[src/rtl/rr_pkg.sv]
// Shared types and helpers for the round-robin pop scheduler and egress arbiter.
package rr_pkg;
   localparam int NQ = 4;
   localparam int WW = 3;

   typedef enum logic {
      IDLE  = 1'b0,
      SERVE = 1'b1
   } state_t;

   // A programmed weight of zero stands for the largest quantum.
   function automatic logic [3:0] wt_to_credit(input logic [WW-1:0] w);
      return (w == '0) ? 4'd8 : {1'b0, w};
   endfunction
endpackage

[src/rtl/rr_next_sel.sv]
// Rotating priority encoder: first requester after ptr, wrapping modulo NQ.
module rr_next_sel
   import rr_pkg::*;
(
   input  logic [NQ-1:0] req,
   input  logic [1:0]    ptr,
   output logic [1:0]    idx,
   output logic          any
);
   logic [1:0] cand;

   // Walk from farthest to nearest so the nearest requester overrides.
   always_comb begin
      idx  = ptr;
      cand = '0;
      any  = |req;
      for (int k = NQ; k >= 1; k--) begin
         cand = ptr + 2'(k);
         if (req[cand]) idx = cand;
      end
   end
endmodule

[src/rtl/rr_pop_scheduler.sv]
// Weighted round-robin pop scheduler for four FIFOs with downstream backpressure.
module rr_pop_scheduler
   import rr_pkg::*;
(
   input  logic             clk,
   input  logic             reset,
   input  logic [NQ-1:0]    empty,
   input  logic             dest_full,
   input  logic [NQ*WW-1:0] weight,
   output logic [NQ-1:0]    pop,
   output logic [1:0]       pop_id,
   output logic             valid,
   output logic             busy
);
   // state | meaning
   // IDLE  | no grant; picks next non-empty queue after ptr, loads its credit
   // SERVE | pops queue cur until credit runs out or the queue drains

   state_t       state_q;
   logic [1:0]   ptr_q;
   logic [1:0]   cur_q;
   logic [3:0]   credit_q;
   logic         valid_q;
   logic [1:0]   pop_id_q;

   logic [NQ-1:0] req_w;
   logic [1:0]    sel_idx;
   logic          sel_any;
   logic [WW-1:0] wt_sel;
   logic [3:0]    credit_d;

   assign req_w = ~empty;

   rr_next_sel u_next_sel (
      .req (req_w),
      .ptr (ptr_q),
      .idx (sel_idx),
      .any (sel_any)
   );

   assign wt_sel   = weight[int'(sel_idx)*WW +: WW];
   assign credit_d = credit_q - 4'd1;

   // Combinational so backpressure and drain stop popping in the same cycle.
   always_comb begin
      pop = '0;
      if (state_q == SERVE && !empty[cur_q] && !dest_full) pop[cur_q] = 1'b1;
   end

   always_ff @(posedge clk or posedge reset) begin
      if (reset) begin
         state_q  <= IDLE;
         ptr_q    <= 2'd3;
         cur_q    <= 2'd0;
         credit_q <= 4'd0;
         valid_q  <= 1'b0;
         pop_id_q <= 2'd0;
      end else begin
         valid_q <= |pop;
         if (|pop) pop_id_q <= cur_q;
         case (state_q)
            IDLE: begin
               if (sel_any) begin
                  cur_q    <= sel_idx;
                  credit_q <= wt_to_credit(wt_sel);
                  state_q  <= SERVE;
               end
            end
            SERVE: begin
               if (empty[cur_q]) begin
                  ptr_q   <= cur_q;
                  state_q <= IDLE;
               end else if (!dest_full) begin
                  credit_q <= credit_d;
                  if (credit_q == 4'd1) begin
                     ptr_q   <= cur_q;
                     state_q <= IDLE;
                  end
               end
            end
            default: state_q <= IDLE;
         endcase
      end
   end

   assign valid  = valid_q;
   assign pop_id = pop_id_q;
   assign busy   = (state_q == SERVE);
endmodule

[config.mk]
export PLATFORM = sky130hd
export DESIGN_NAME = rr_pop_scheduler
export DESIGN_NICKNAME = d
export VERILOG_FILES = /design/src/rtl/rr_pkg.sv /design/src/rtl/rr_next_sel.sv /design/src/rtl/rr_pop_scheduler.sv
export SDC_FILE = /design/constraint.sdc
export NUM_CORES = 1
export LEC_CHECK = 0
export ABC_CLOCK_PERIOD_IN_PS = 4200
export BUFFER_PORTS_ARGS = -buffer_cell sky130_fd_sc_hd__buf_2
export CAP_MARGIN = 0
export CORE_ASPECT_RATIO = 0.9
export CORE_MARGIN = 2
export CORE_UTILIZATION = 30
export DETAILED_ROUTE_END_ITERATION = 12
export SYNTH_ARGS = -nofsm -noshare
export SYNTH_HDL_FRONTEND = slang
export SYNTH_SLANG_ARGS = --single-unit
export TNS_END_PERCENT = 30
[constraint.sdc]
create_clock -name clk -period 4.2 [get_ports clk]
set_input_delay 0.21 -clock clk [delete_from_list [all_inputs] [get_ports clk]]
set_output_delay 0.21 -clock clk [all_outputs]
set_load 0.01 [all_outputs]
=== Word level (Yosys, flattened, before mapping) ===
Index checks and enable logic that the tools add are counted.

* $add $sub $neg: 4
* Multiply operators: 1
* Order comparisons: 5
* Equality and inequality tests: 5
* Shifts and indexed selects: 1
* Muxes and demuxes: 27
* Bitwise operators: 2
* Reductions and logical operators: 12

{| class="wikitable"
|+ Operator list
! operator !! number
|-
| 2-to-1 mux 4 bit || 5
|-
| less-than comparator 2 x 3 -> 1 bit, second input constant || 4
|-
| 2-to-1 mux 2 bit || 6
|-
| indexed part select 12 x 5 -> 3 bit || 1
|-
| 2-to-1 mux 1 bit || 9
|-
| binary-select mux 1 bit (select 2 bit) || 4
|-
| one-hot mux 4 bit (2 select lines) || 1
|-
| OR reduction 4 bit || 2
|-
| inequality test 2 bit, second input constant || 3
|-
| AND reduction 3 bit || 2
|-
| adder 2 bit, second input constant || 2
|-
| equality test 4 x 1 -> 1 bit, second input constant || 1
|-
| multiplier 2 x 2 -> 4 bit, second input constant || 1
|-
| inverter 4 bit || 1
|-
| subtractor 4 x 1 -> 4 bit, second input constant || 1
|-
| logical AND 1 bit || 3
|-
| zero test 3 bit || 1
|-
| adder 2 x 1 -> 2 bit, second input constant || 1
|-
| demux 1 bit (select 2 bit) || 1
|-
| >= comparator 2 x 1 -> 1 bit, second input constant || 1
|-
| zero test 1 bit || 2
|-
| inequality test 2 x 1 -> 1 bit, second input constant || 1
|-
| one-hot mux 1 bit (2 select lines) || 1
|-
| AND reduction 2 bit || 1
|-
| 2 further kinds || 2
|}

* Bits in registers: 12
* Bits of input ports: 19
* Output and inout bits: 8
* Logic and storage cells: 63

=== Logic depth before layout (Yosys ltp) ===
Gate-level depths: netlist of the first run.

* Word-level depth: 12
* Mapped depth: 8
* Mapped depth without buffers: 7

=== Hierarchy ===
From an unflattened synthesis of the first run, not the netlist that was laid out.

* Cells, all modules: 90
* Area, all modules: 823.3 um^2

{| class="wikitable"
|+ Modules (own cells, without submodules)
! module !! times used !! cells an instance !! area each (um^2) !! seq. area each (um^2)
|-
| rr_pop_scheduler || 1 || 76 || 750.7 || 302.8
|-
| rr_next_sel || 1 || 14 || 72.6 || 0.0
|}

=== Least setup slack after synthesis of the first run ===
Ideal clock, no wire load.

* Path type: register to register
* Start: register ptr_q[1]
* End: register credit_q[2]
* Library setup time: 126 ps
* Arrival time: 1634 ps
* Required time: 4074 ps
* Setup slack: 2440 ps
* Stages on the path, launching flop included: 7
* Buffers on the path: 0
* Period minus slack after synthesis: 1760 ps
* Cell sequence: dfstp_2 nor2b_2 o32ai_2 nor2_4 mux2i_1 mux2i_1 a221o_1

* Cells in the longest elaborated chain, start to end: 12
* Elaborated cells between the ends (all ways): 18
* Classes of those cells: 3 x add/sub; 1 x mul; 1 x shift; 12 x mux; 1 x reduce/logical

{| class="wikitable"
|+ Ends and longest elaborated chain
! item !! RTL line !! text
|-
| from (decl) || rr_pop_scheduler.sv:20 || <nowiki>logic [1:0] ptr_q;</nowiki>
|-
| from (signal assigned) || rr_pop_scheduler.sv:71 || <nowiki>ptr_q <= cur_q;</nowiki>
|-
| from (signal assigned) || rr_pop_scheduler.sv:76 || <nowiki>ptr_q <= cur_q;</nowiki>
|-
| adder 2 bit || rr_next_sel.sv:18 || <nowiki>cand = ptr + 2'(k);</nowiki>
|-
| binary-select mux 1 bit (select 2 bit) || rr_next_sel.sv:19 || <nowiki>if (req[cand]) idx = cand;</nowiki>
|-
| 2-to-1 mux 1 bit (implied by the code) || rr_next_sel.sv:19 ||
|-
| 2-to-1 mux 2 bit (2 in a row) || rr_next_sel.sv:19 ||
|-
| 2-to-1 mux 2 bit (*) || rr_next_sel.sv:19 ||
|-
| multiplier 2 x 2 -> 4 bit (*) || rr_pop_scheduler.sv:41 || <nowiki>assign wt_sel = weight[int'(sel_idx)*WW +: WW];</nowiki>
|-
| indexed part select 12 x 5 -> 3 bit (*) || rr_pop_scheduler.sv:41 ||
|-
| zero test 3 bit || rr_pkg.sv:13 || <nowiki>return (w == '0) ? 4'd8 : {1'b0, w};</nowiki>
|-
| 2-to-1 mux 4 bit (*) || rr_pkg.sv:13 ||
|-
| 2-to-1 mux 4 bit (*) || rr_pop_scheduler.sv:63 || <nowiki>if (sel_any) begin</nowiki>
|-
| one-hot mux 4 bit (2 select lines) (*) || rr_pop_scheduler.sv:61 || <nowiki>case (state_q)</nowiki>
|-
| to (signal assigned) || rr_pop_scheduler.sv:65 || <nowiki>credit_q <= wt_to_credit(wt_sel);</nowiki>
|-
| to (signal assigned) || rr_pop_scheduler.sv:74 || <nowiki>credit_q <= credit_d;</nowiki>
|-
| to (decl) || rr_pop_scheduler.sv:22 || <nowiki>logic [3:0] credit_q;</nowiki>
|}

Every way passes the cells marked *; elsewhere a longest branch is shown, timed or not. The select of a mux whose other input is x is not followed.
A chain may end at the register's enable or synchronous reset.

=== Final worst setup path of the first run ===
* Start: register cur_q[0]
* End: output port pop[2]

* Cells in the longest elaborated chain, start to end: 6
* Elaborated cells between the ends (all ways): 11
* Classes of those cells: 2 x order compare; 5 x mux; 4 x reduce/logical

{| class="wikitable"
|+ Ends and longest elaborated chain
! item !! RTL line !! text
|-
| from (decl) || rr_pop_scheduler.sv:21 || <nowiki>logic [1:0] cur_q;</nowiki>
|-
| from (signal assigned) || rr_pop_scheduler.sv:64 || <nowiki>cur_q <= sel_idx;</nowiki>
|-
| parallel branches: the longest is 5 deep, another holds less-than comparator 2 x 3 -> 1 bit || -- ||
|-
| 2-to-1 mux 4 bit (*) || rr_pop_scheduler.sv:47 || <nowiki>if (state_q == SERVE && !empty[cur_q] && !dest_full) pop[cur_q] = 1'b1;</nowiki>
|-
| to (decl) || rr_pop_scheduler.sv:10 || <nowiki>output logic [NQ-1:0] pop,</nowiki>
|}

Mark *: on every way between the ends. The select of a mux whose other input is x is not followed.

==> parameters.txt, run 1 <==
Parameter                              Value

Run status
  Outcome    finished with violations
  Failing checks    design-rule violations

Worst setup path
  Required time of the worst setup path    3.99 ns
  Cell Chain, Critical Path    mux4_2 -> nor2_2 -> nand2_2 -> inv_2 -> nand2_1 -> nor2_1 -> buf_2
  Worst EP arrival    2.02 ns
  Critical path class    register to output pin
  Slowest Stage Delay on Critical Path    0.57 ns
  Nature of the critical path endpoint    output pin
  Element type at the critical path start    register
  Critical path buffer and inverter count    2
  Critical R2R Launch    cur_q[0]
  Crit. Startpoint    cur_q[0]
  Cell at the slowest stage of the critical path    mux4_2
  Worst Path Max Fanout    8
  Family with the most delay on the worst path    multiplexers

Yosys
  Synthesized cell area    812.0 sq um
  Count leader, synth    nand2_1
  Count of different cell masters after synthesis    39
  Avg Synthesized Cell Area    9.442 sq um
  Largest cells by area after synthesis    dfrtp_1 (31%), mux2i_1 (8.6%), dfstp_2 (6.5%), nand2_1 (5.5%), ha_1 (3.1%)
  Sequential share of the synthesized area    37.29%
  Most common library cells after synthesis    nand2_1 (12), dfrtp_1 (10), mux2i_1 (7)
  Synth Net Count    107
  Top cell type's share of synthesized area    30.82%
  Synth area leader    dfrtp_1
  Primary flip-flop cell chosen by synthesis mapping    dfrtp_1
  Syn Inst Count    86
  Yosys Warn Count    0
  Number of synthesized register bits    12
  Number of enable flip-flop cells after synthesis    0
  Ys async rst share    100.0%

Clock network
  # H-tree levels    1
  Clock latency on the worst-skew pair    0.27 ns
  TritonCTS clock tree    done
  Clock transition at the registers of the reported paths    0.08 ns
  Number of sinks on the clock net    12
  TritonCTS Buffers    3
  Setup repair bufs after CTS    0
  Clock root buffer master    clkbuf_4
  Max clock buf depth    2

Drt
  Wire length reported by the detailed router    1798 um
  Average wire length per cell after detail routing    12.49 um
  Total vias in the final route    744
  Sum of met3 wire segment lengths after detailed routing    133 um
  Detailed-route vias per instance    5.167
  Initial DRC Count    30
  Post-route DRC    2
  Uppermost layer routed    met4
  DRT Pass-1 Iters    10
  Wire length on met2    754 um
  Met1 layer wirelength in the final routing    884 um
  Antenna violation net count after detailed routing    0

Finish
  Net count, final    138
  Area Overhead vs Synth    24.65%
  Fill cells    249
  Sequential cell area    302.8 sq um
  Finished Layout Cells    144
  Area of the multi-input gates    471.7 sq um
  Layout cell share with drive strength beyond 1    34.48%
  ANT cells    0

Floorplan
  Die Wd    58.84 um
  Core region area    0.002510 sq mm
  Io pins    27
  Vertical die dimension    53.36 um
  Full die area    0.003139 sq mm
  Initial core utilization    32.35%
  Number of placement rows    17

Power
  Share of total power in combinational logic    49.4%
  Worst-case vdd ir drop    0.0001684 V
  Total internal power    393.9 uW
  Power per cell area    670.5 mW/mm^2
  Standby leakage power    0.0005181 uW
  Sequential power share    37.2%
  Switching part of the total    41.97%
  NetSw    284.9 uW
  Proportion of power drawn by the clock network    13.4%

STA
  Max Clock Freq    449.4 MHz
  Count of endpoints failing hold in the final timing report    0
  Max-slew headroom    69.36%
  Minimum period implied by the final worst setup slack    2.225 ns
  Setup TNS    0 ns
  Final max-slew violation count    0
  Setup clock skew after layout    0.0009365 ns
  Measured slew at the worst slew-check pin    0.4590 ns
  Final worst path period share    52.98%
  Number of failing setup endpoints in the final timing report    0
  RSZ-0062 raised after global routing    no

GRT
  Leftover overflow at the end of global routing    0
  Vias in the first global route    680
  Overall Global Routing Usage    13.24%
  Pin count of the biggest net entering global routing    13
  First-pass GRT wire length    3105 um
  Initial antenna violation count    0

Flow run
  Max-cap violation count    0

Placement
  DP Cell Count    139
  Final weighted congestion in routability-driven placement    0.7567
  DP HPWL    1454 um
  Number of I/O port buffers    26

Hold path
  Class of the tightest hold or removal check    input pin to register
  Min-delay src    empty[2]
-- kinds of logic (layout without fill, tap and decap cells) --
group	count (synthesis)	in the layout	share of synthesized area [%]
adder cells (fa/ha/maj)	2	2	3.081
multiplexers	10	10	14.18
AO/OA/AOI/OAI	20	20	19.26
AND/OR/NAND/NOR	34	34	21.57
buffers and inverters	8	38	4.622
flip-flops	12	12	37.29
-- stage by stage --
step                worst slack, ns  power, uW  util (%)  hold slack (ns)  area (sq um)
CTS                           1.937      686.8     40.33           0.3042          1012
floorplan                     2.440      505.7         -          0.07327         812.0
finish                        1.975      678.7     40.33           0.3097          1012
global placement              2.264      585.5     38.48           0.2508         965.9
global route                  1.782      745.9     40.33           0.3204          1012
detailed placement            2.249      592.0     38.48           0.2415         965.9
-- flip-flops by register name (all words and copies together), names as in the netlist --
name,count
valid,1
credit_q,4
busy,1
pop_id,2
ptr_q,2
cur_q,2
-- cell type report --
type | instances | area share [%]
Tap cell | 28 | 3.461
Sequential cell | 12 | 29.91
Timing Repair Buffer | 27 | 13.84
Clock buffer | 4 | 3.585
Multi-Input combinational cell | 66 | 46.60
Inverter | 7 | 2.596
-- layer usage --
metal / global-route usage [%] / vias up
met2: 20.19 / 38
li1: - / 377
met3: 1.711 / 2
met5: 0 / -
met1: 18.11 / 327
met4: 6.818 / 0
-- worst reg2reg max path, stage by stage (launching register included) --
cell	delay [ns]
dfrtp_1	0.48
mux4_2	0.57
nor2_2	0.13
nand2_2	0.13
nand2_2	0.15
o21ai_1	0.07
a221o_1	0.28
-- power groups by stage --
stage,Clock [uW],Combinational [uW],Sequential [uW]
global placement,0,333,253
CTS,94.2,340,252
floorplan,0,269,237
global route,99.0,380,267
detailed placement,0,338,254
finish,91.0,335,252
-- cells in the final DEF, fill, tap and decap left out, drive strengths merged --
cell / n
nand4: 1
dlygate4sd3: 1
nand2b: 1
dfstp: 2
nor3: 2
mux2: 2
o21a: 2
and3: 1
a21oi: 1
mux2i: 7
o211a: 1
nand3: 1
o2bb2ai: 1
clkbuf: 4
or2: 1
buf: 26
o21ai: 4
a22oi: 2
o31ai: 1
nor2b: 2
dfrtp: 10
and2: 1
inv: 7
a21o: 1
nor4b: 1
nor2: 8
ha: 2
nor3b: 1
a21boi: 1
mux4: 1
a32oi: 2
a31oi: 1
o32ai: 1
nand2: 14
a221o: 2
-- repair_timing --
action | CTS | global route
endpoints found under the setup margin | 0 | 0
hold buffers | 1 | 0
endpoints found under the hold margin | 10 | 0
gates resized for setup | 0 | 0
-- worst paths after layout --
| check | endpoint | slack (ns) | depth (start not counted) |
|---|---|---|---|
| max | pop[2] | 1.97 | 7 |
| min in group asynchronous | valid | 0.48 | 3 |
| max reg2reg | credit_q[2] | 2.28 | 6 |
| max in group asynchronous | ptr_q[0] | 3.38 | 3 |
| min reg2reg | pop_id[0] | 0.47 | 2 |
| min | busy | 0.31 | 3 |
(Power assumes the default switching activity.)
==> run 2: changes to the inputs <==
--- a/config.mk
+++ b/config.mk
@@ -5,7 +5,8 @@
 export SDC_FILE = /design/constraint.sdc
 export NUM_CORES = 1
 export LEC_CHECK = 0
-export ABC_CLOCK_PERIOD_IN_PS = 4200
+export ABC_AREA = 1
+export ABC_CLOCK_PERIOD_IN_PS = 1890
 export BUFFER_PORTS_ARGS = -buffer_cell sky130_fd_sc_hd__buf_2
 export CAP_MARGIN = 0
 export CORE_ASPECT_RATIO = 0.9
==> constraint.sdc (replaced) <==
create_clock -name clk -period 1.89 [get_ports clk]
set_input_delay 0.0945 -clock clk [delete_from_list [all_inputs] [get_ports clk]]
set_output_delay 0.0945 -clock clk [all_outputs]
set_load 0.01 [all_outputs]
==> run 2 against run 1 <==
- the run ends with negative setup slack left
- critical path depth is 8 higher
- die area is 21% higher
- first-iteration DRC count is 13% lower
- flip-flop and latch count stayed put
- core utilization is 4.3 points higher
- worst setup slack worse by 2.0 ns
- global-route usage is 1.0 points lower
- clock skew hardly changed
- sequential share of layout area is 8.1 points lower
- clock power grew to 3.1 times the previous value
- sequential power is 120% higher
- cell area is 37% higher
- critical endpoint is now credit_q[3]
==> parameters.txt, run 2 <==
Parameter                              Value

Run status
  Outcome    finished with violations
  Failing checks    negative setup slack

Worst setup path
  Worst Path Max Fanout    8 (unchanged)
  Cell Chain, Critical Path    inv_4 -> nand2_2 -> nand2_4 -> nand2_2 -> nand2_2 -> inv_2 -> nand3_4 -> buf_4 -> nand3_1 -> nand2_1 -> nand2_1 -> nand2_1 -> nor2_2 -> nand2_1 -> a21oi_2
  Element type at the critical path start    register
  Required time of the worst setup path    2.06 ns (-1.93 ns)
  Critical R2R Launch    ptr_q[0]
  Critical path class    register to register
  Family with the most delay on the worst path    simple AND/OR/NAND/NOR gates
  Slowest Stage Delay on Critical Path    0.62 ns (+0.05 ns)
  Nature of the critical path endpoint    register
  Critical path buffer and inverter count    3 (+1)
  Most frequent CP cell    nand2_1
  Crit. Startpoint    ptr_q[0]
  Cell at the slowest stage of the critical path    dfstp_2
  Worst EP arrival    2.10 ns (+0.08 ns)

Floorplan
  Initial core utilization    32.06% (-0.29 points)
  Core region area    0.003114 sq mm (+24%)
  Number of placement rows    19 (+2)
  Io pins    27 (unchanged)
  Vertical die dimension    58.73 um (+10%)
  Die Wd    64.81 um (+10%)
  Full die area    0.003806 sq mm (+21%)

Clock network
  Max clock buf depth    2 (unchanged)
  TritonCTS clock tree    done
  Number of sinks on the clock net    12 (unchanged)
  Clock root buffer master    clkbuf_8
  Clock transition at the registers of the reported paths    0.05 ns (-0.03 ns)
  TritonCTS Buffers    3 (unchanged)
  # H-tree levels    1 (unchanged)
  Clock latency on the worst-skew pair    0.24 ns (-0.03 ns)

Drt
  Antenna violation net count after detailed routing    0 (unchanged)
  Wire length reported by the detailed router    2405 um (+34%)
  Total vias in the final route    1,070 (+44%)
  Post-route DRC    0 (-2)
  DRT Pass-1 Iters    4 (-6)
  Initial DRC Count    26 (-13%)
  Average wire length per cell after detail routing    10.19 um (-18%)
  Detailed-route vias per instance    4.534 (-12%)

STA
  Max-slew headroom    60.93% (-8.4 points)
  Measured slew at the worst slew-check pin    0.5797 ns (+0.1206 ns)
  Max Clock Freq    519.0 MHz
  Final max-slew violation count    0 (unchanged)
  Final worst path period share    102.0%
  Final critical-path setup slack    -0.03692 ns (-2.012 ns)
  Number of failing setup endpoints in the final timing report    2 (+2)
  Minimum period implied by the final worst setup slack    1.927 ns
  Setup clock skew after layout    0.001238 ns (+0.0003014 ns)
  RSZ-0062 raised after global routing    yes
  Count of endpoints failing hold in the final timing report    0 (unchanged)

Yosys
  Number of enable flip-flop cells after synthesis    0 (unchanged)
  Yosys Warn Count    0 (unchanged)
  Ys async rst share    100.0% (unchanged)
  Synthesized cell area    998.5 sq um (+23%)
  Synth area leader    dfrtp_1
  Largest cells by area after synthesis    dfrtp_1 (25%), nand2_1 (22%), dfstp_2 (5.3%), nand3_1 (5.0%), o21ai_0 (4.5%)
  Most common library cells after synthesis    nand2_1 (58), inv_1 (12), dfrtp_1 (10), nand3_1 (10), o21ai_0 (9)
  Top cell type's share of synthesized area    25.06% (-5.8 points)
  Count leader, synth    nand2_1
  Primary flip-flop cell chosen by synthesis mapping    dfrtp_1
  Syn Inst Count    153 (+78%)
  Avg Synthesized Cell Area    6.526 sq um (-31%)
  Synth Net Count    174 (+63%)
  Number of synthesized register bits    12 (unchanged)
  Sequential share of the synthesized area    30.33% (-7.0 points)
  Count of different cell masters after synthesis    24 (-38%)

Hold path
  Class of the tightest hold or removal check    input pin to register
  Min-delay src    dest_full

Finish
  Net count, final    216 (+57%)
  Most common cell after layout, fill and taps aside    nand2_1
  Finished Layout Cells    236 (+64%)
  Area Overhead vs Synth    39.10%
  Cell area after layout    0.001389 sq mm (+37%)
  Most flop-heavy register    credit_q
  ANT cells    0 (unchanged)
  Most frequent cells in the layout    nand2_1 (44), buf_2 (26), nand2_2 (17)
  Layout cell share with drive strength beyond 1    42.27% (+7.8 points)
  Flip-flop count of the largest register after layout    4 (unchanged)

GRT
  Vias in the first global route    859 (+26%)
  Overall Global Routing Usage    12.22% (-1.0 points)
  Pin count of the biggest net entering global routing    13 (unchanged)
  First-pass GRT wire length    3705 um (+19%)
  Initial antenna violation count    0 (unchanged)
  Leftover overflow at the end of global routing    0 (unchanged)

Placement
  Placement Setup Slack    -0.01648 ns (-2.266 ns)
  Area after detailed placement    0.001210 sq mm (+25%)
  DP HPWL    1858 um (+28%)
  Final weighted congestion in routability-driven placement    0.8579 (+13%)
  DP Cell Count    225 (+62%)
  Number of I/O port buffers    26 (unchanged)

Power
  Standby leakage power    0.0007439 uW (+44%)
  Worst-case vdd ir drop    0.0007180 V (+330%)
  Power per cell area    2025 mW/mm^2 (+200%)

Flow run
  Max-cap violation count    0 (unchanged)
-- run 2: worst register-to-register path: cells and delay by family, from the launching register on --
| kind | cells | cell delay [ns] |
|---|---|---|
| flops | 1 | 0.62 |
| compound gates | 1 | 0.10 |
| simple gates | 11 | 0.83 |
| buf+inv | 3 | 0.31 |
-- run 2: area by class of cell --
| cell class | count | area, sq um |
|---|---|---|
| timing repair buffer | 40 | 249.0 |
| sequential | 12 | 302.8 |
| inverter | 16 | 62.56 |
| tap | 42 | 52.55 |
| fill | 336 | 1725 |
| clock buffer | 4 | 55.05 |
| multi-input combinational | 122 | 666.9 |
-- run 2: cells by family after synthesis --
family | Yosys count | synth area share, %
XOR/XNOR | 1 | 0.8774
buffers and inverters | 19 | 8.395
adder cells (fa/ha/maj) | 2 | 2.506
flip-flops | 12 | 30.33
AND/OR/NAND/NOR | 94 | 42.73
AO/OA/AOI/OAI | 25 | 15.16
-- run 2: worst paths after layout --
check,end,slack [ns],cells after the start
worst max-delay path,credit_q[3],-0.04,15
worst min-delay path,busy,0.24,3
worst max register to register,credit_q[3],-0.04,15
worst min register to register,pop_id[1],0.48,2
max in group asynchronous,ptr_q[0],1.14,3
min in group asynchronous,credit_q[1],0.41,3
-- run 2: per-stage QoR --
step                utilization [%]  hold WS, ns  total power, uW  setup TNS [ns]
floorplan                         -     -0.04223             1811               0
global placement              38.85       0.1270             2210               0
detailed placement            38.85       0.1333             2204        -0.01648
CTS                           41.18       0.2483             2513               0
global route                  44.60       0.2761             3096         -0.9688
finish                        44.60       0.2377             2813        -0.04172
-- run 2: what timing repair did --
action	CTS	global route
resized for setup	0	23
hold buffers	1	0
hold endpoints to repair	10	0
pin swaps	0	8
endpoints found under the setup margin	1	8
buffers inserted	1	5
-- run 2: power by group --
group	switching (uW)	total, uW	internal (uW)	leakage [uW]
sequential	153	560	407	0.000142
clock	96.4	280	184	0.0000288
combinational	1140	1970	829	0.000574
-- run 2: routing by layer --
metal  track usage [%]  routed length (um)  part of all wire [%]  vias to the layer above
li1                  -                   -                     -                      583
met1             17.70                1168                    49                      474
met2             19.00                1169                    49                       11
met3             2.868                  59                   2.5                        2
met4             1.824                   8                  0.33                        0
met5                 0                   0                     0                        -
